[src/rtl/fetch_unit.sv]
// Program counter, instruction fetch and bootstrap loader for the 8-bit core.
// Define BOOT_CHECKSUM_EN to require a trailing XOR checksum byte after the program (CHK/ERR states).
module fetch_unit #(
    parameter int ADDR_W  = 12,
    parameter int INSTR_W = 16
) (
    input  logic               clk,
    input  logic               arst_n,
    input  logic               clk_valid,
    input  logic               boot_en,
    input  logic               boot_valid,
    input  logic [7:0]         boot_data,
    output logic               boot_ready,
    input  logic               pc_inc,
    input  logic               pc_load,
    input  logic [ADDR_W-1:0]  pc_next,
    output logic [ADDR_W-1:0]  imem_addr,
    input  logic [INSTR_W-1:0] imem_rdata,
    output logic               imem_we,
    output logic [INSTR_W-1:0] imem_wdata,
    output logic [INSTR_W-1:0] instruction,
    output logic [ADDR_W-1:0]  pc,
    output logic               bootstrapping,
    output logic               boot_err
);

    typedef enum logic [2:0] {
        IDLE, LEN_HI, LEN_LO, DATA_HI, DATA_LO, CHK, RUN, ERR
    } state_t;

`ifdef BOOT_CHECKSUM_EN
    localparam state_t LOAD_DONE = CHK;
`else
    localparam state_t LOAD_DONE = RUN;
`endif

    state_t              state_q, state_d;
    logic [ADDR_W-1:0]   pc_q, pc_d;
    logic [ADDR_W-1:0]   waddr_q, waddr_d;
    logic [ADDR_W-1:0]   wr_addr_q, wr_addr_d;
    logic [ADDR_W-1:0]   cnt_q, cnt_d;
    logic [7:0]          hi_q, hi_d;
    logic                we_q, we_d;
    logic [INSTR_W-1:0]  wdata_q, wdata_d;
    logic                accept;
    logic                run;
    logic [ADDR_W-1:0]   len_cnt;

    assign accept  = boot_valid & boot_ready;
    assign len_cnt = {cnt_q[ADDR_W-1:8], boot_data};

`ifdef BOOT_CHECKSUM_EN
    logic [7:0] chk_q;
    logic       err;

    // Running XOR of every accepted byte ahead of the checksum byte itself.
    always_ff @(posedge clk or negedge arst_n) begin
        if (!arst_n) begin
            chk_q <= '0;
        end else if (clk_valid && accept && state_q != CHK) begin
            chk_q <= chk_q ^ boot_data;
        end
    end
    assign boot_err = err;
`else
    assign boot_err = 1'b0;
`endif

    always_ff @(posedge clk or negedge arst_n) begin
        if (!arst_n) begin
            state_q <= IDLE;
        end else if (clk_valid) begin
            state_q <= state_d;
        end
    end

    always_comb begin
        state_d = state_q;
        case (state_q)
            IDLE:    state_d = boot_en ? LEN_HI : RUN;
            LEN_HI:  if (accept) state_d = LEN_LO;
            LEN_LO:  if (accept) state_d = (len_cnt == '0) ? LOAD_DONE : DATA_HI;
            DATA_HI: if (accept) state_d = DATA_LO;
            DATA_LO: if (accept) state_d = (cnt_q == ADDR_W'(1)) ? LOAD_DONE : DATA_HI;
`ifdef BOOT_CHECKSUM_EN
            CHK:     if (accept) state_d = (boot_data == chk_q) ? RUN : ERR;
`endif
            default: state_d = state_q;
        endcase
    end

    always_comb begin
        boot_ready    = 1'b0;
        bootstrapping = 1'b0;
        run           = 1'b0;
`ifdef BOOT_CHECKSUM_EN
        err           = 1'b0;
`endif
        case (state_q)
            LEN_HI, LEN_LO, DATA_HI, DATA_LO, CHK: begin
                boot_ready    = 1'b1;
                bootstrapping = 1'b1;
            end
`ifdef BOOT_CHECKSUM_EN
            ERR: begin
                bootstrapping = 1'b1;
                err           = 1'b1;
            end
`endif
            RUN:     run = 1'b1;
            default: run = 1'b0;
        endcase
    end

    // The final word's write lands on the first RUN cycle; PC and fetch hold
    // for that one cycle so the fetch at pc = 0 reads the completed image.
    always_comb begin
        pc_d      = pc_q;
        waddr_d   = waddr_q;
        wr_addr_d = wr_addr_q;
        cnt_d     = cnt_q;
        hi_d      = hi_q;
        we_d      = 1'b0;
        wdata_d   = wdata_q;
        if (!run) begin
            pc_d = '0;
        end else if (!we_q) begin
            if (pc_load)     pc_d = pc_next;
            else if (pc_inc) pc_d = pc_q + 1'b1;
        end
        if (accept) begin
            case (state_q)
                LEN_HI:  cnt_d = ADDR_W'({boot_data[3:0], 8'h00});
                LEN_LO:  cnt_d = len_cnt;
                DATA_HI: hi_d  = boot_data;
                DATA_LO: begin
                    we_d      = 1'b1;
                    wr_addr_d = waddr_q;
                    wdata_d   = INSTR_W'({hi_q, boot_data});
                    waddr_d   = waddr_q + 1'b1;
                    cnt_d     = cnt_q - 1'b1;
                end
                default: cnt_d = cnt_q;
            endcase
        end
    end

    always_ff @(posedge clk or negedge arst_n) begin
        if (!arst_n) begin
            pc_q      <= '0;
            waddr_q   <= '0;
            wr_addr_q <= '0;
            cnt_q     <= '0;
            hi_q      <= '0;
            we_q      <= 1'b0;
            wdata_q   <= '0;
        end else if (clk_valid) begin
            pc_q      <= pc_d;
            waddr_q   <= waddr_d;
            wr_addr_q <= wr_addr_d;
            cnt_q     <= cnt_d;
            hi_q      <= hi_d;
            we_q      <= we_d;
            wdata_q   <= wdata_d;
        end
    end

    assign imem_we     = we_q;
    assign imem_wdata  = wdata_q;
    assign imem_addr   = we_q ? wr_addr_q : (run ? pc_q : waddr_q);
    assign instruction = (run && !we_q) ? imem_rdata : '0;
    assign pc          = pc_q;

endmodule

[config.mk]
export PLATFORM = sky130hd
export DESIGN_NAME = fetch_unit
export DESIGN_NICKNAME = d
export VERILOG_FILES = /design/src/rtl/fetch_unit.sv
export SDC_FILE = /design/constraint.sdc
export NUM_CORES = 1
export LEC_CHECK = 0
export ABC_CLOCK_PERIOD_IN_PS = 3100
export CORE_MARGIN = 4
export CORE_UTILIZATION = 30
export CTS_CLUSTER_DIAMETER = 200
export CTS_CLUSTER_SIZE = 12
export DETAILED_ROUTE_END_ITERATION = 8
export SLEW_MARGIN = 20
export SYNTH_ARGS = -nofsm -noshare
export SYNTH_HDL_FRONTEND = slang
export SYNTH_SLANG_ARGS = --single-unit
[constraint.sdc]
create_clock -name clk -period 3.1 [get_ports clk]
set_clock_uncertainty 0.15 [all_clocks]
set_input_delay 0.465 -clock clk [delete_from_list [all_inputs] [get_ports clk]]
set_output_delay 0.465 -clock clk [all_outputs]
set_load 0.01 [all_outputs]
==> reports/metrics.cfg <==
[sta]
rsz0062_at_grt=no
setup_ws_ns=0.2586
holdWs_ns=0.04202
finalHoldViolations=0
slew_headroom=0.3134
fin_crit_sh=0.9166
period_needed_ns=2.841
slew_viol_final=0
worst_pin_slew_ns=1.029
final-setup-viol-count=0
fmax_ghz=0.3519
final.setup.tns_ns=0

[placed_design]
dp_hpwl_um=8158
placed_cell_area_um2=5323
dp_slack_ns=0.5897
dp.cells=672
portBuffers=101
place_congestion=0.8123

[pwr]
p_leak_nw=2.311
p_comb_frac=0.446
swShare=0.3696
intPower_mw=3.184
power.density_nw_per_um2=896.5
p_switching_mw=1.867
peakVddDrop_v=0.0005014
pwr-share-seq=0.336
power_frac_clock=0.218
power.total_mw=5.051

[grt]
grt_pass1_vias=3620
grt_max_degree=46
grt_pass1_wl_um=18780
grt_overflow_total=0
grtUsageTotal=0.1469
antenna_found_initial=0

[critical_path]
cp.arrival_ns=2.23
required_ns=2.48
start_kind=flop
crit_type=reg -> out
crit_path_end_kind=output pin
critPathMaxFanout=22

[cells_and_area]
antenna_cells=0
layout-drive-gt1-share=0.1367
fin_util=0.4221
syn_to_final_growth_pct=36.58
nNetsFinal=554
design_area_um2=5634
n_fill_cell=1290
layout_common_cells=clkdlybuf4s50_1, dfrtp_1, o21ai_0, mux2_2, nand2_1
final_common_cell=clkdlybuf4s50_1
stdcell_count=688

[clocking]
cts_buffers=9
cts_root_buf=clkbuf_16
clock_latency_ns=0.35
cts_tree=done
ctsResizeCount=0
clkTransAtPathRegs_ns=0.06
hold_buffers=0
cts_setup_buffers=0
clockBufferDepth=2
htreeDepth=3
cts_sinks=76

[route]
first_pass_iters=5
first_iter_violations=278
via_per_inst=5.247
totalWireLength_um=11450
antenna_left=0
wl_per_cell_um=16.64
vias=3610
drc=0

[floorplanning]
start_util=0.3091
die_area_um2=15690
ios=103
std_cell_rows=42
dieWidth_um=125.3
die_y_um=125.3
coreArea_um2=13350

[yosys]
synth_area_per_cell_um2=10.04
synth_flop_cell=dfrtp_1
yosysUniqueCellTypes=56
yosysSeqAreaShare=0.4610
synth_area_um2=4125
synth_fp_nets=458
ys_seq_elements=76
synth-async-reset-ratio=1.000
synth_edf_count=0
ys_warn_count=0
syn_inst=411

[min_path]
min_path_type=in -> async

[flow_run]
maxCapViolCount=0

[run_status]
outcome=completed

==> synth_stat cells (8+ instances only) <==
cell	count	area, µm²
inv_1	9	33.78
a22oi_1	9	67.56
mux2_2	36	405.4
nand2_1	29	108.9
o21ai_0	43	215.2
mux2i_1	14	140.1
nand3_1	10	50.05
nor3_1	8	40.04
clkbuf_1	15	56.30
nor4_1	10	62.56
nor2_1	20	75.07
dfrtp_1	76	1902
and2_1	16	100.1
a21oi_1	17	85.08
==> flip-flops by register name (all words and copies together) (netlist names) <==
register	count
imem_wdata	16
imem_we	1
hi_q	8
wr_addr_q	12
waddr_q	12
state_q	3
cnt_q	12
pc	12
==> worst paths after layout <==
path / cells past startpoint / from / endpoint / slack, ns
worst max register to register: 5 / state_q[0]$_DFFE_PN0P_ / wr_addr_q[7]$_DFFE_PN0P_ / 0.67
worst min-delay path: 1 / arst_n / imem_wdata[3]$_DFFE_PN0P_ / 0.04
min in group clk: 1 / wr_addr_q[8]$_DFFE_PN0P_ / wr_addr_q[8]$_DFFE_PN0P_ / 0.34
worst max-delay path: 5 / state_q[0]$_DFFE_PN0P_ / imem_addr[2] / 0.26
worst min register to register: 1 / wr_addr_q[8]$_DFFE_PN0P_ / wr_addr_q[8]$_DFFE_PN0P_ / 0.34
max in group asynchronous: 2 / arst_n / cnt_q[10]$_DFFE_PN0P_ / 2.04
==> layout make-up <==
cell class | count | area, µm² | share of cell area
clock buffer | 10 | 239.0 | 0.04242
clock inverter | 6 | 72.57 | 0.01288
inverter | 9 | 33.78 | 0.005996
multi-input combinational | 299 | 2066 | 0.3666
sequential | 76 | 1902 | 0.3376
tap | 176 | 220.2 | 0.03909
timing repair buffer | 112 | 1101 | 0.1954
==> cells by family (layout without fill, tap and decap cells) <==
family | count (synthesis) | count (layout) | share of synthesized area
AO/OA/AOI/OAI | 103 | 103 | 0.1562
XOR/XNOR | 13 | 13 | 0.02760
adder cells (fa/ha/maj) | 4 | 4 | 0.01213
buffers and inverters | 36 | 137 | 0.03821
flip-flops | 76 | 76 | 0.4610
multiplexers | 52 | 52 | 0.1377
other | 1 | 1 | 0.0009090
AND/OR/NAND/NOR | 126 | 126 | 0.1662
==> power groups by stage <==
| stage | clock network (mW) | logic (mW) | registers [mW] |
|---|---|---|---|
| 4_1_cts | 1.13 | 2.28 | 1.69 |
| 5_1_grt | 1.17 | 2.46 | 1.76 |
| 3_3_place_gp | 0 | 2.22 | 1.70 |
| 2_1_floorplan | 0 | 1.20 | 1.66 |
| 6_report | 1.10 | 2.25 | 1.70 |
| 3_5_place_dp | 0 | 2.26 | 1.71 |
==> critical path, cell delays in order, from the launching register on <==
cell and delay [ns]:
dfrtp_1 0.38, and3b_1 0.21, buf_4 0.28, mux2i_1 0.11, o21ai_0 0.30, clkdlybuf4s50_1 0.60
==> per-layer routing <==
layer  wire (µm)  part of all wire  global-route usage
met2        5220              0.46              0.2319
met1        5176              0.45              0.1897
met4         148             0.013             0.03827
met5           0                 0                   0
met3         902             0.079             0.05714
No activity file was read; power rests on OpenSTA's default activity.
==> RTL change, RTL diff (same settings) <==
Set the parameter `INSTR_W` to 32 (it was 16).
--- a/src/rtl/fetch_unit.sv
+++ b/src/rtl/fetch_unit.sv
@@ -2,7 +2,7 @@
 // Define BOOT_CHECKSUM_EN to require a trailing XOR checksum byte after the program (CHK/ERR states).
 module fetch_unit #(
     parameter int ADDR_W  = 12,
-    parameter int INSTR_W = 16
+    parameter int INSTR_W = 32
 ) (
     input  logic               clk,
     input  logic               arst_n,
Interface: changed (resized imem_rdata, imem_wdata and instruction); port bits go from 103 to 151. No check against the original RTL was run, so the function may have changed too.
==> RTL change against the unedited design <==
The run now ends with negative hold slack left. Area after synthesis rose by 7.0%. Routed wire length rose by 12%. Setup slack got worse by 48 ps. Sequential cell count did not move. Final area rose by 9.3%. Non-clock buffer count rose by 33. Fmax fell by 1.7%. Power rose by 1.3%. Critical endpoint is now instruction[3].
==> RTL change: results (changes against the unedited design) <==
Outcome
Status: finished with violations (was finished, final reports clean). The final reports fail on negative hold slack.

Power and ir drop
The net switching component of the power is 1.922 mW (was 1.867 mW). The internal power consumption is 3.195 mW (was 3.184 mW). The sequential cell fraction of total power is 0.304 (was 0.336). The worst supply voltage drop on vdd came to 425.4 uV (was 501.4 uV).

Yosys
The number of distinct library cell variants in the gate-level netlist after synthesis was 60 (was 56). Most frequent cells after synthesis: sky130_fd_sc_hd__nand2_1, sky130_fd_sc_hd__dfrtp_1, sky130_fd_sc_hd__o21ai_0, sky130_fd_sc_hd__and2_1, sky130_fd_sc_hd__nor2_1 (was sky130_fd_sc_hd__dfrtp_1, sky130_fd_sc_hd__o21ai_0, sky130_fd_sc_hd__mux2_2, sky130_fd_sc_hd__nand2_1, sky130_fd_sc_hd__nor2_1). The mean area per synthesized cell is 8.778 sq um (was 10.04 sq um). The sequential area share after synthesis came to 0.4307 (was 0.4610).

Routing
The total wirelength of the detailed-routed design came to 12,820 um (was 11,450 um). The via count came to 3,951 (was 3,610). The number of DRC markers in iteration 0 came to 234 (was 278).

The first-pass iteration count of the detailed router was 4 (was 5).

Layout
The fill cell instance count of the final layout was 1,432 (was 1,290). The layout cell share with drive strength beyond 1 was 0.08070 (was 0.1367). The final standard cell count with taps included and fillers excluded is 816 (was 688). The net total in the final layout came to 690 (was 554).

Place
The pre-CTS setup slack is 547.9 ps (was 589.7 ps). The final estimated routing congestion in global placement is 0.8490 (was 0.8123). The detailed placer's ending HPWL came to 9389 um (was 8158 um).

Global route
The global-route usage over all layers is 0.1518 (was 0.1469). The number of global-route vias before repair is 3,808 (was 3,620). The maximum number of pins on one net before global-route repair came to 77 (was 46). The routing usage on met2 is 0.2570 (was 0.2319).

Setup path
The capture instance of the worst register-to-register path is imem_wdata[3] (was wr_addr_q[7]). The worst reg-to-reg setup slack is 700 ps (was 670 ps). The path depth of the worst reg2reg path was 6 (was 5).

The arrival time of data at the critical path endpoint is 2270 ps (was 2230 ps). The maximum net fanout on the critical path came to 33 (was 22).

Timing
The measured slew at the worst slew-check pin is 1008 ps (was 1029 ps). The worst hold slack after final layout was -6.237 ps (was 42.02 ps). The number of hold violations in the final report is 5 (was 0).
[RTL change: cell count changes in the layout (fill, tap and decap cells not counted), moves of 3 or more]
| cell | before | now |
|---|---|---|
| sky130_fd_sc_hd__nand2_1 | 29 | 106 |
| sky130_fd_sc_hd__clkdlybuf4s50_1 | 100 | 132 |
| sky130_fd_sc_hd__mux2_2 | 36 | 11 |
| sky130_fd_sc_hd__and2_1 | 16 | 34 |
| sky130_fd_sc_hd__conb_1 | 1 | 17 |
| sky130_fd_sc_hd__nor4_1 | 10 | 3 |
| sky130_fd_sc_hd__mux2i_1 | 14 | 9 |
| sky130_fd_sc_hd__inv_1 | 9 | 13 |
| sky130_fd_sc_hd__nor2_2 | 4 | 0 |
| sky130_fd_sc_hd__a41oi_1 | 3 | 0 |
| sky130_fd_sc_hd__and3_1 | 4 | 7 |
| sky130_fd_sc_hd__o21ai_0 | 43 | 40 |
| sky130_fd_sc_hd__o31ai_1 | 0 | 3 |
[RTL change: worst max path at each step]
stage | slack [ps] | cells past startpoint | end
CTS | 180 | 4 | instruction[3]
floorplan | 1030 | 7 | imem_addr[8]
global placement | 580 | 4 | instruction[9]
finish | 210 | 4 | instruction[3]
global route | 110 | 4 | instruction[9]
detailed placement | 550 | 4 | instruction[3]
[RTL change: area by class of cell]
cell class	instances	area share
Tap cell	184	0.03738
Clock buffer	10	0.03880
Multi-Input combinational cell	382	0.3636
Clock inverter	6	0.01158
Timing Repair Buffer	145	0.2320
Sequential cell	76	0.3088
Inverter	13	0.007922
[RTL change: per-layer routing]
metal | wire length, um | part of all wire | vias to the layer above
li1 | - | - | 1955
met1 | 5522 | 0.43 | 1866
met2 | 6417 | 0.50 | 121
met3 | 808 | 0.063 | 9
met4 | 74 | 0.0058 | 0
met5 | 0 | 0 | -
[RTL change: cells by family (layout without fill, tap and decap cells)]
logic type / Yosys count / count (layout) / share of synthesized area
muxes: 20 / 20 / 0.04846
AOI/OAI and AO/OA: 104 / 104 / 0.1479
DFF: 76 / 76 / 0.4307
and+or+nand+nor: 224 / 224 / 0.2593
other: 1 / 17 / 0.0008493
adders and majority gates: 4 / 4 / 0.01134
buffers and inverters: 61 / 174 / 0.07566
xor gates and xnor gates: 13 / 13 / 0.02579
[RTL change: critical path, stage by stage, from the launching register on]
cell and delay, ps:
sky130_fd_sc_hd__dfrtp_1 370, sky130_fd_sc_hd__buf_4 190, sky130_fd_sc_hd__and4bb_2 620, sky130_fd_sc_hd__and2_1 210
sky130_fd_sc_hd__clkdlybuf4s50_1 550
